$ cat src/rtl/timer_pkg.sv
// Shared definitions for the timer status stage: TSR/TIER bit positions and flag update helper.
// Compare-match support is compiled in with the TIMER_STATUS_CMP_EN macro.
package timer_pkg;

    localparam int TSR_W = 3;

    localparam int TSR_OVF = 0;
    localparam int TSR_UDF = 1;
    localparam int TSR_CMP = 2;

    localparam int TIER_OVF = TSR_OVF;
    localparam int TIER_UDF = TSR_UDF;
    localparam int TIER_CMP = TSR_CMP;

`ifdef TIMER_STATUS_CMP_EN
    localparam logic [TSR_W-1:0] TSR_IMPL = 3'b111;
`else
    localparam logic [TSR_W-1:0] TSR_IMPL = 3'b011;
`endif

    // Sticky write-1-to-clear flag update; a new event wins over a same-cycle clear.
    function automatic logic [TSR_W-1:0] flag_next(
        input logic [TSR_W-1:0] evt,
        input logic [TSR_W-1:0] cur,
        input logic             wr,
        input logic [TSR_W-1:0] wdata
    );
        logic [TSR_W-1:0] clr;
        clr = wdata & {TSR_W{wr}};
        return (evt | (cur & ~clr)) & TSR_IMPL;
    endfunction

endpackage

$ cat src/rtl/wrap_detect.sv
// Samples the counter each cycle and reports raw overflow/underflow (and compare-match
// when TIMER_STATUS_CMP_EN is defined) events for the current cycle.
module wrap_detect
    import timer_pkg::*;
#(
    parameter int CNT_W = 8
) (
    input  logic             pclk,
    input  logic             preset,
    input  logic [CNT_W-1:0] cnt,
    input  logic             updw,
    input  logic             en,
    input  logic             load,
`ifdef TIMER_STATUS_CMP_EN
    input  logic [CNT_W-1:0] tcmp,
    output logic             cmp_evt,
`endif
    output logic             ovf_evt,
    output logic             udf_evt
);

    logic [CNT_W-1:0] prev_cnt;
    logic             prev_vld;
    logic             load_q;

    always_ff @(posedge pclk) begin
        if (preset) begin
            prev_cnt <= '0;
            prev_vld <= 1'b0;
            load_q   <= 1'b0;
        end else begin
            prev_cnt <= cnt;
            prev_vld <= 1'b1;
            load_q   <= load;
        end
    end

    // load_q marks the cycle in which cnt shows a freshly loaded TDR value, not a count.
    logic sample_ok;
    logic prev_max;
    logic prev_zero;
    logic cur_max;
    logic cur_zero;

    always_comb begin
        sample_ok = prev_vld & ~load_q;
        prev_max  = (prev_cnt == {CNT_W{1'b1}});
        prev_zero = (prev_cnt == {CNT_W{1'b0}});
        cur_max   = (cnt == {CNT_W{1'b1}});
        cur_zero  = (cnt == {CNT_W{1'b0}});
        ovf_evt   = sample_ok & en & ~updw & prev_max & cur_zero;
        udf_evt   = sample_ok & en & updw & prev_zero & cur_max;
    end

`ifdef TIMER_STATUS_CMP_EN
    // Fires only on arrival at the compare value, not while the counter dwells on it.
    always_comb begin
        cmp_evt = sample_ok & (cnt == tcmp) & (cnt != prev_cnt);
    end
`endif

endmodule

$ cat src/rtl/timer_status.sv
// Timer status register (sticky W1C flags) and level interrupt for the timer counter.
// Define TIMER_STATUS_CMP_EN to add the tcmp input and the compare-match flag tsr[2].
module timer_status
    import timer_pkg::*;
#(
    parameter int CNT_W = 8
) (
    input  logic             pclk,
    input  logic             preset,
    input  logic [CNT_W-1:0] cnt,
    input  logic             updw,
    input  logic             en,
    input  logic             load,
    input  logic             tsr_wr,
    input  logic [TSR_W-1:0] tsr_wdata,
    input  logic [TSR_W-1:0] tier,
`ifdef TIMER_STATUS_CMP_EN
    input  logic [CNT_W-1:0] tcmp,
`endif
    output logic [TSR_W-1:0] tsr,
    output logic             irq
);

    logic ovf_evt;
    logic udf_evt;
    logic cmp_evt;

    wrap_detect #(
        .CNT_W(CNT_W)
    ) u_wrap_detect (
        .pclk    (pclk),
        .preset  (preset),
        .cnt     (cnt),
        .updw    (updw),
        .en      (en),
        .load    (load),
`ifdef TIMER_STATUS_CMP_EN
        .tcmp    (tcmp),
        .cmp_evt (cmp_evt),
`endif
        .ovf_evt (ovf_evt),
        .udf_evt (udf_evt)
    );

`ifndef TIMER_STATUS_CMP_EN
    assign cmp_evt = 1'b0;
`endif

    logic [TSR_W-1:0] evt;
    logic [TSR_W-1:0] tsr_q;

    always_comb begin
        evt          = '0;
        evt[TSR_OVF] = ovf_evt;
        evt[TSR_UDF] = udf_evt;
        evt[TSR_CMP] = cmp_evt;
    end

    always_ff @(posedge pclk) begin
        if (preset) begin
            tsr_q <= '0;
        end else begin
            tsr_q <= flag_next(evt, tsr_q, tsr_wr, tsr_wdata);
        end
    end

    // The interrupt is built from the registered flags only, never from raw events.
    assign tsr = tsr_q;
    assign irq = |(tsr_q & tier);

endmodule

$ cat config.mk
export PLATFORM = sky130hd
export DESIGN_NAME = timer_status
export DESIGN_NICKNAME = d
export VERILOG_FILES = /design/src/rtl/timer_pkg.sv /design/src/rtl/wrap_detect.sv /design/src/rtl/timer_status.sv
export SDC_FILE = /design/constraint.sdc
export NUM_CORES = 1
export LEC_CHECK = 0
export CAP_MARGIN = 25
export CORE_MARGIN = 2
export CORE_UTILIZATION = 33
export DETAILED_ROUTE_END_ITERATION = 16
export GPL_TIMING_DRIVEN = 0
export PLACE_DENSITY_LB_ADDON = 0.3
export SYNTH_ARGS = -nofsm -noshare
export SYNTH_HDL_FRONTEND = slang
export SYNTH_SLANG_ARGS = --single-unit
$ cat constraint.sdc
create_clock -name pclk -period 1.39 [get_ports pclk]
set_input_delay 0.139 -clock pclk [delete_from_list [all_inputs] [get_ports pclk]]
set_output_delay 0.139 -clock pclk [all_outputs]
set_load 0.02 [all_outputs]
Yosys cells after proc, flatten, opt, wreduce, memory -nomap -nowiden
Index checks and enable logic that the tools add are counted.
{ "word_totals": {"register_bits": 12, "elab_cells": 25} }
{ "op_classes": {"n_mux": 1, "reduce_logical": 3, "bitwise_logic": 15, "n_eq_ne": 2} }
{ "op_table": {"columns": ["operator", "count"], "rows": [
  ["$eq A8 B8 Y1 const B", 2],
  ["$logic_not A8 Y1", 2],
  ["$and A1 B1 Y1", 8],
  ["$and A2 B2 Y2", 2],
  ["$and A2 B3 Y3", 1],
  ["$reduce_or A3 Y1", 1],
  ["$not A1 Y1", 2],
  ["$not A2 Y2", 1],
  ["$or A2 B2 Y2", 1],
  ["$mux W1", 1]
]} }

Longest topological paths before layout
Gate-level depths: netlist (run 1).
{ "logic_depth": {"depth_word": 7, "depth_mapped": 4, "depth_no_buf": 3} }

Hierarchy
A second synthesis (run 1) with hierarchy kept.
{ "unflattened": {"cells_unflattened": 47, "area_unflattened_um2": 459.2} }
{ "by_module_without_submodules": {"columns": ["mod", "cells_each", "instances", "area_per_inst_um2"], "rows": [
  ["wrap_detect", 36, 1, 366.6],
  ["timer_status", 11, 1, 92.6]
]} }

Worst setup path after synthesis (run 1)
No wires, ideal clock.
{ "synth_path": {"path_type": "flip-flop to flip-flop", "startpoint": "reg u_wrap_detect.prev_cnt[4]", "endpoint": "reg tsr_q[1], in the netlist tsr[1]", "setup_ns": 0.059, "slack_ns": 0.177, "t_arrival_ns": 1.155, "stages_incl_launch_ff": 4, "n_path_buf": 0, "required_time_ns": 1.331, "synth_period_minus_slack_ns": 1.213, "cell_sequence": "dfxtp_1 -> or4_1 -> nor4_1 -> a31o_1"} }
{ "synth_between": {"elab_chain_cells": 4} }
{ "synth_lines": {"columns": ["item", "line", "source"], "rows": [
  ["start, declared", "wrap_detect.sv:22", "logic [CNT_W-1:0] prev_cnt;"],
  ["start signal, assigned", "wrap_detect.sv:32", "prev_cnt <= cnt;"],
  ["$logic_not A8 Y1", "wrap_detect.sv:48", "prev_zero = (prev_cnt == {CNT_W{1'b0}});"],
  ["$and A1 B1 Y1 (2 in series)", "wrap_detect.sv:52", "udf_evt = sample_ok & en & updw & prev_zero & cur_max;"],
  ["$or A2 B2 Y2", "timer_pkg.sv:30", "return (evt | (cur & ~clr)) & TSR_IMPL;"],
  ["end signal, assigned", "timer_status.sv:63", "tsr_q <= flag_next(evt, tsr_q, tsr_wr, tsr_wdata);"],
  ["end, declared", "timer_status.sv:50", "logic [TSR_W-1:0] tsr_q;"]
]} }
Every way passes these cells.
A chain may end at the register's enable or synchronous reset.

Final worst setup path (run 1)
{ "layout_path": {"startpoint": "in cnt[5]", "endpoint": "reg tsr_q[0], in the netlist tsr[0]"} }
{ "layout_between": {"elab_chain_cells": 3} }
{ "layout_lines": {"columns": ["item", "line", "source"], "rows": [
  ["start, declared", "timer_status.sv:10", "input logic [CNT_W-1:0] cnt,"],
  ["$logic_not A8 Y1", "wrap_detect.sv:50", "cur_zero = (cnt == {CNT_W{1'b0}});"],
  ["$and A1 B1 Y1", "wrap_detect.sv:51", "ovf_evt = sample_ok & en & ~updw & prev_max & cur_zero;"],
  ["$or A2 B2 Y2", "timer_pkg.sv:30", null]
]} }
Every way passes these cells.

==> results_dict.tcl, run 1 <==
set metrics [dict create \
    run_status "completed" \
    global_route_wire_length_before_repair_um 1550 \
    worst_r2r_path_depth 3 \
    timing.rr.end "tsr[1]$_SDFF_PP0_" \
    final.min_clock_period_ns 1.33 \
    timing.hold.worst.start "load" \
    synth.cell_area_um2 462 \
    timing.final.crit_share_pct 95.6 \
    critPathRequiredTime_ns 1.60 \
    timing.critical_path.from_type "input port" \
    clock_tree_from_tritoncts "built" \
    drt_drc_violations_left 0 \
    routed_len_inst_um 11.6 \
    grt_use_total_pct 12.4 \
    drtPass1Iterations 4 \
    hold_end "u_wrap_detect.load_q$_SDFF_PP0_" \
    cellLeakagePower_nw 0.308 \
    vdd_ir_drop_max_mv 0.605 \
    post_drt_via_cell_ratio 4.90 \
    reg2reg_from "u_wrap_detect.prev_cnt[4]$_SDFF_PP0_" \
    drt-total-wl_um 950 \
    drive_gt1_share_pct 14.9 \
    dieArea_um2 1710 \
    drv_cap 0 \
    post_synth.cell_area_avg_um2 10.7 \
    clkSlewWorstSetupHoldPaths_ns 0.07 \
    initial_utilization_pct 35.5 \
    placement.cell_area_um2 681 \
    synth_to_final_area_change_pct 56.1 \
    cts-root-buf "sky130_fd_sc_hd__clkbuf_4" \
    setup_viol_count_final 0 \
    distinct_cells_synth 20 \
    hold_slack_ns 0.424 \
    fin_area_um2 721 \
    critical_path_maximum_fanout 3 \
    whs_path_depth 2 \
    crit_type "in2reg" \
    p_per_area_nw_per_um2 999 \
    data_arrival_time_of_the_critical_path_ns 1.54 \
    number_of_cells_after_detailed_placement 78 \
    grt_pass1_vias 366 \
    placement.io_buffers 20 \
    num_ports 24 \
    total_number_of_vias 402 \
    timing_hold_violations_final 0 \
    routabilityCongestion 0.750 \
    core_um2 1300 \
    cts.path.max_buffers 2 \
    synth.yosys.seq_area_share_pct 52.0 \
    maxClockFrequency_mhz 752 \
    die_extent_in_x_um 41.4 \
    synthesis.nets 63 \
    detailedRoute.firstIterationViolations 3 \
    worst_hold_path_type "in2reg" \
    fin_cells 82 \
    grt.overflow.total 0 \
    fin_skew_ns 0.00280 \
    cts_setup_buffers 0 \
    chipHeight_um 41.4 \
    reg2reg_slack_ns 0.06 \
    grt_antenna_before_repair 0 \
    synth_warn 0 \
    antenna_cells_inserted 0 \
    ant_nets 0 \
    grt_start_max_net_pins 11 \
    slew_viol_final 0 \
    tritoncts.num_buffers 3 \
    cts.sink_count 12 \
    grt_setup_unrepaired "no" \
    rows 13 \
    detailedPlacementHpwl_um 735 \
    clock_tree.htree_level_count 1 \
    setup.worst_path.end_class "flip-flop" \
    register_bit_count_reported_by_yosys 12 \
    post_synth_inst_count 43 \
    insertion_delay_ns 0.27 \
    num-nets-final 88 \
]
[per-layer routing]
layer	up-vias	part of all wire [%]	global-route usage (%)	routed length (um)
li1	202	-	-	-
met1	183	41	12.8	391
met2	17	50	20.3	473
met3	0	8.9	4.35	85
met4	0	0	9.68	0
met5	-	0	0	0
[sequential cells by signal (all words and copies together), names as in the netlist]
signal	count
u_wrap_detect.prev_cnt	8
tsr	2
u_wrap_detect.load_q	1
u_wrap_detect.prev_vld	1
[Yosys cell counts]
master / number / share of area [%]
sky130_fd_sc_hd__dfxtp_1: 12 / 52
sky130_fd_sc_hd__nor2b_1: 8 / 11
sky130_fd_sc_hd__buf_4: 2 / 3.3
sky130_fd_sc_hd__nand2_1: 2 / 1.6
sky130_fd_sc_hd__nand4_1: 2 / 2.7
sky130_fd_sc_hd__nand4b_1: 2 / 3.8
sky130_fd_sc_hd__or4_1: 2 / 3.3
sky130_fd_sc_hd__a22o_1: 1 / 1.9
sky130_fd_sc_hd__a31o_1: 1 / 1.9
sky130_fd_sc_hd__a32o_1: 1 / 2.2
sky130_fd_sc_hd__and3_1: 1 / 1.4
sky130_fd_sc_hd__conb_1: 1 / 0.81
sky130_fd_sc_hd__inv_2: 1 / 0.81
sky130_fd_sc_hd__nand3b_1: 1 / 1.6
sky130_fd_sc_hd__nor2b_2: 1 / 1.9
sky130_fd_sc_hd__nor3b_1: 1 / 1.6
sky130_fd_sc_hd__nor4_1: 1 / 1.4
sky130_fd_sc_hd__nor4_2: 1 / 2.7
sky130_fd_sc_hd__nor4b_1: 1 / 1.9
sky130_fd_sc_hd__or4_4: 1 / 2.4
[repair_timing]
action                     CTS  global route
cloned                       0             0
setup endpoints to repair    1             2
resized for setup            1             2
hold buffers                 0             0
[how the worst max path moves through the flow]
stage | start | end | depth (start not counted)
global placement | cnt[5] | tsr[0]$_SDFF_PP0_ | 4
floorplan | u_wrap_detect.prev_cnt[4]$_SDFF_PP0_ | tsr[1]$_SDFF_PP0_ | 3
CTS | tsr[1]$_SDFF_PP0_ | tsr[1] | 1
finish | cnt[5] | tsr[0]$_SDFF_PP0_ | 4
detailed placement | cnt[5] | tsr[0]$_SDFF_PP0_ | 4
global route | u_wrap_detect.prev_cnt[4]$_SDFF_PP0_ | tsr[1]$_SDFF_PP0_ | 3
[through the flow]
stage          setup slack [ns]  util [%]  total power, mW  setup TNS (ns)
5_1_grt                  0.0144      55.4            0.760               0
2_1_floorplan             0.177         -            0.402               0
3_3_place_gp             -0.201      52.3            0.460          -0.260
6_report                 0.0607      55.4            0.720               0
3_5_place_dp             -0.229      52.3            0.462          -0.287
4_1_cts                 0.00654      55.0            0.732               0
[worst max-delay path, stage by stage]
cell and delay, ns:
sky130_fd_sc_hd__clkdlybuf4s50_1 0.44, sky130_fd_sc_hd__or4_4 0.55, sky130_fd_sc_hd__nor4_2 0.27, sky130_fd_sc_hd__a32o_1 0.15
[where the power goes]
part / switching (mW) / leakage, nW / total [mW] / internal (mW)
clock: 0.107 / 0.0210 / 0.266 / 0.159
combinational: 0.0276 / 0.188 / 0.0876 / 0.0601
sequential: 0.00730 / 0.0996 / 0.367 / 0.359
total: 0.142 / 0.308 / 0.720 / 0.578
[layout make-up]
| type | count | area, um^2 |
|---|---|---|
| plain buffers | 2 | 15.0 |
| clock buffers | 4 | 36.3 |
| fillers | 132 | 581 |
| inverters | 1 | 3.75 |
| multi-input cells | 28 | 203 |
| flip-flops and latches | 12 | 240 |
| well taps | 15 | 18.8 |
| repair buffers | 20 | 204 |
[kinds of logic after synthesis]
| family | after synthesis | synth area share (%) |
|---|---|---|
| compound gates | 3 | 5.96 |
| buf+inv | 3 | 4.06 |
| flops | 12 | 52.0 |
| other cells | 1 | 0.812 |
| simple gates | 24 | 37.1 |
[placed cells by master (no fill, tap or decap)]
master / instances
sky130_fd_sc_hd__clkdlybuf4s50_1: 17
sky130_fd_sc_hd__dfxtp_1: 12
sky130_fd_sc_hd__nor2b_1: 8
sky130_fd_sc_hd__clkbuf_4: 3
sky130_fd_sc_hd__buf_4: 2
sky130_fd_sc_hd__nand4_1: 2
sky130_fd_sc_hd__or4_1: 2
sky130_fd_sc_hd__nand4b_1: 2
sky130_fd_sc_hd__nand2_1: 2
sky130_fd_sc_hd__dlymetal6s2s_1: 2
sky130_fd_sc_hd__a22o_1: 1
sky130_fd_sc_hd__inv_2: 1
sky130_fd_sc_hd__nand3b_1: 1
sky130_fd_sc_hd__nor4_1: 1
sky130_fd_sc_hd__nor4b_1: 1
sky130_fd_sc_hd__and3_1: 1
sky130_fd_sc_hd__a31o_1: 1
sky130_fd_sc_hd__or4_4: 1
sky130_fd_sc_hd__nor4_2: 1
sky130_fd_sc_hd__nor3b_1: 1
sky130_fd_sc_hd__a32o_1: 1
sky130_fd_sc_hd__nor2b_2: 1
sky130_fd_sc_hd__conb_1: 1
sky130_fd_sc_hd__clkbuf_8: 1
sky130_fd_sc_hd__dlygate4sd2_1: 1
(Power assumes the default switching activity.)
==> run 2: changes to the inputs <==
- GPL_ROUTABILITY_DRIVEN: unset -> 1
==> results of run 2 <==
The final DEF is identical to that of run 1; final timing and power are the same.
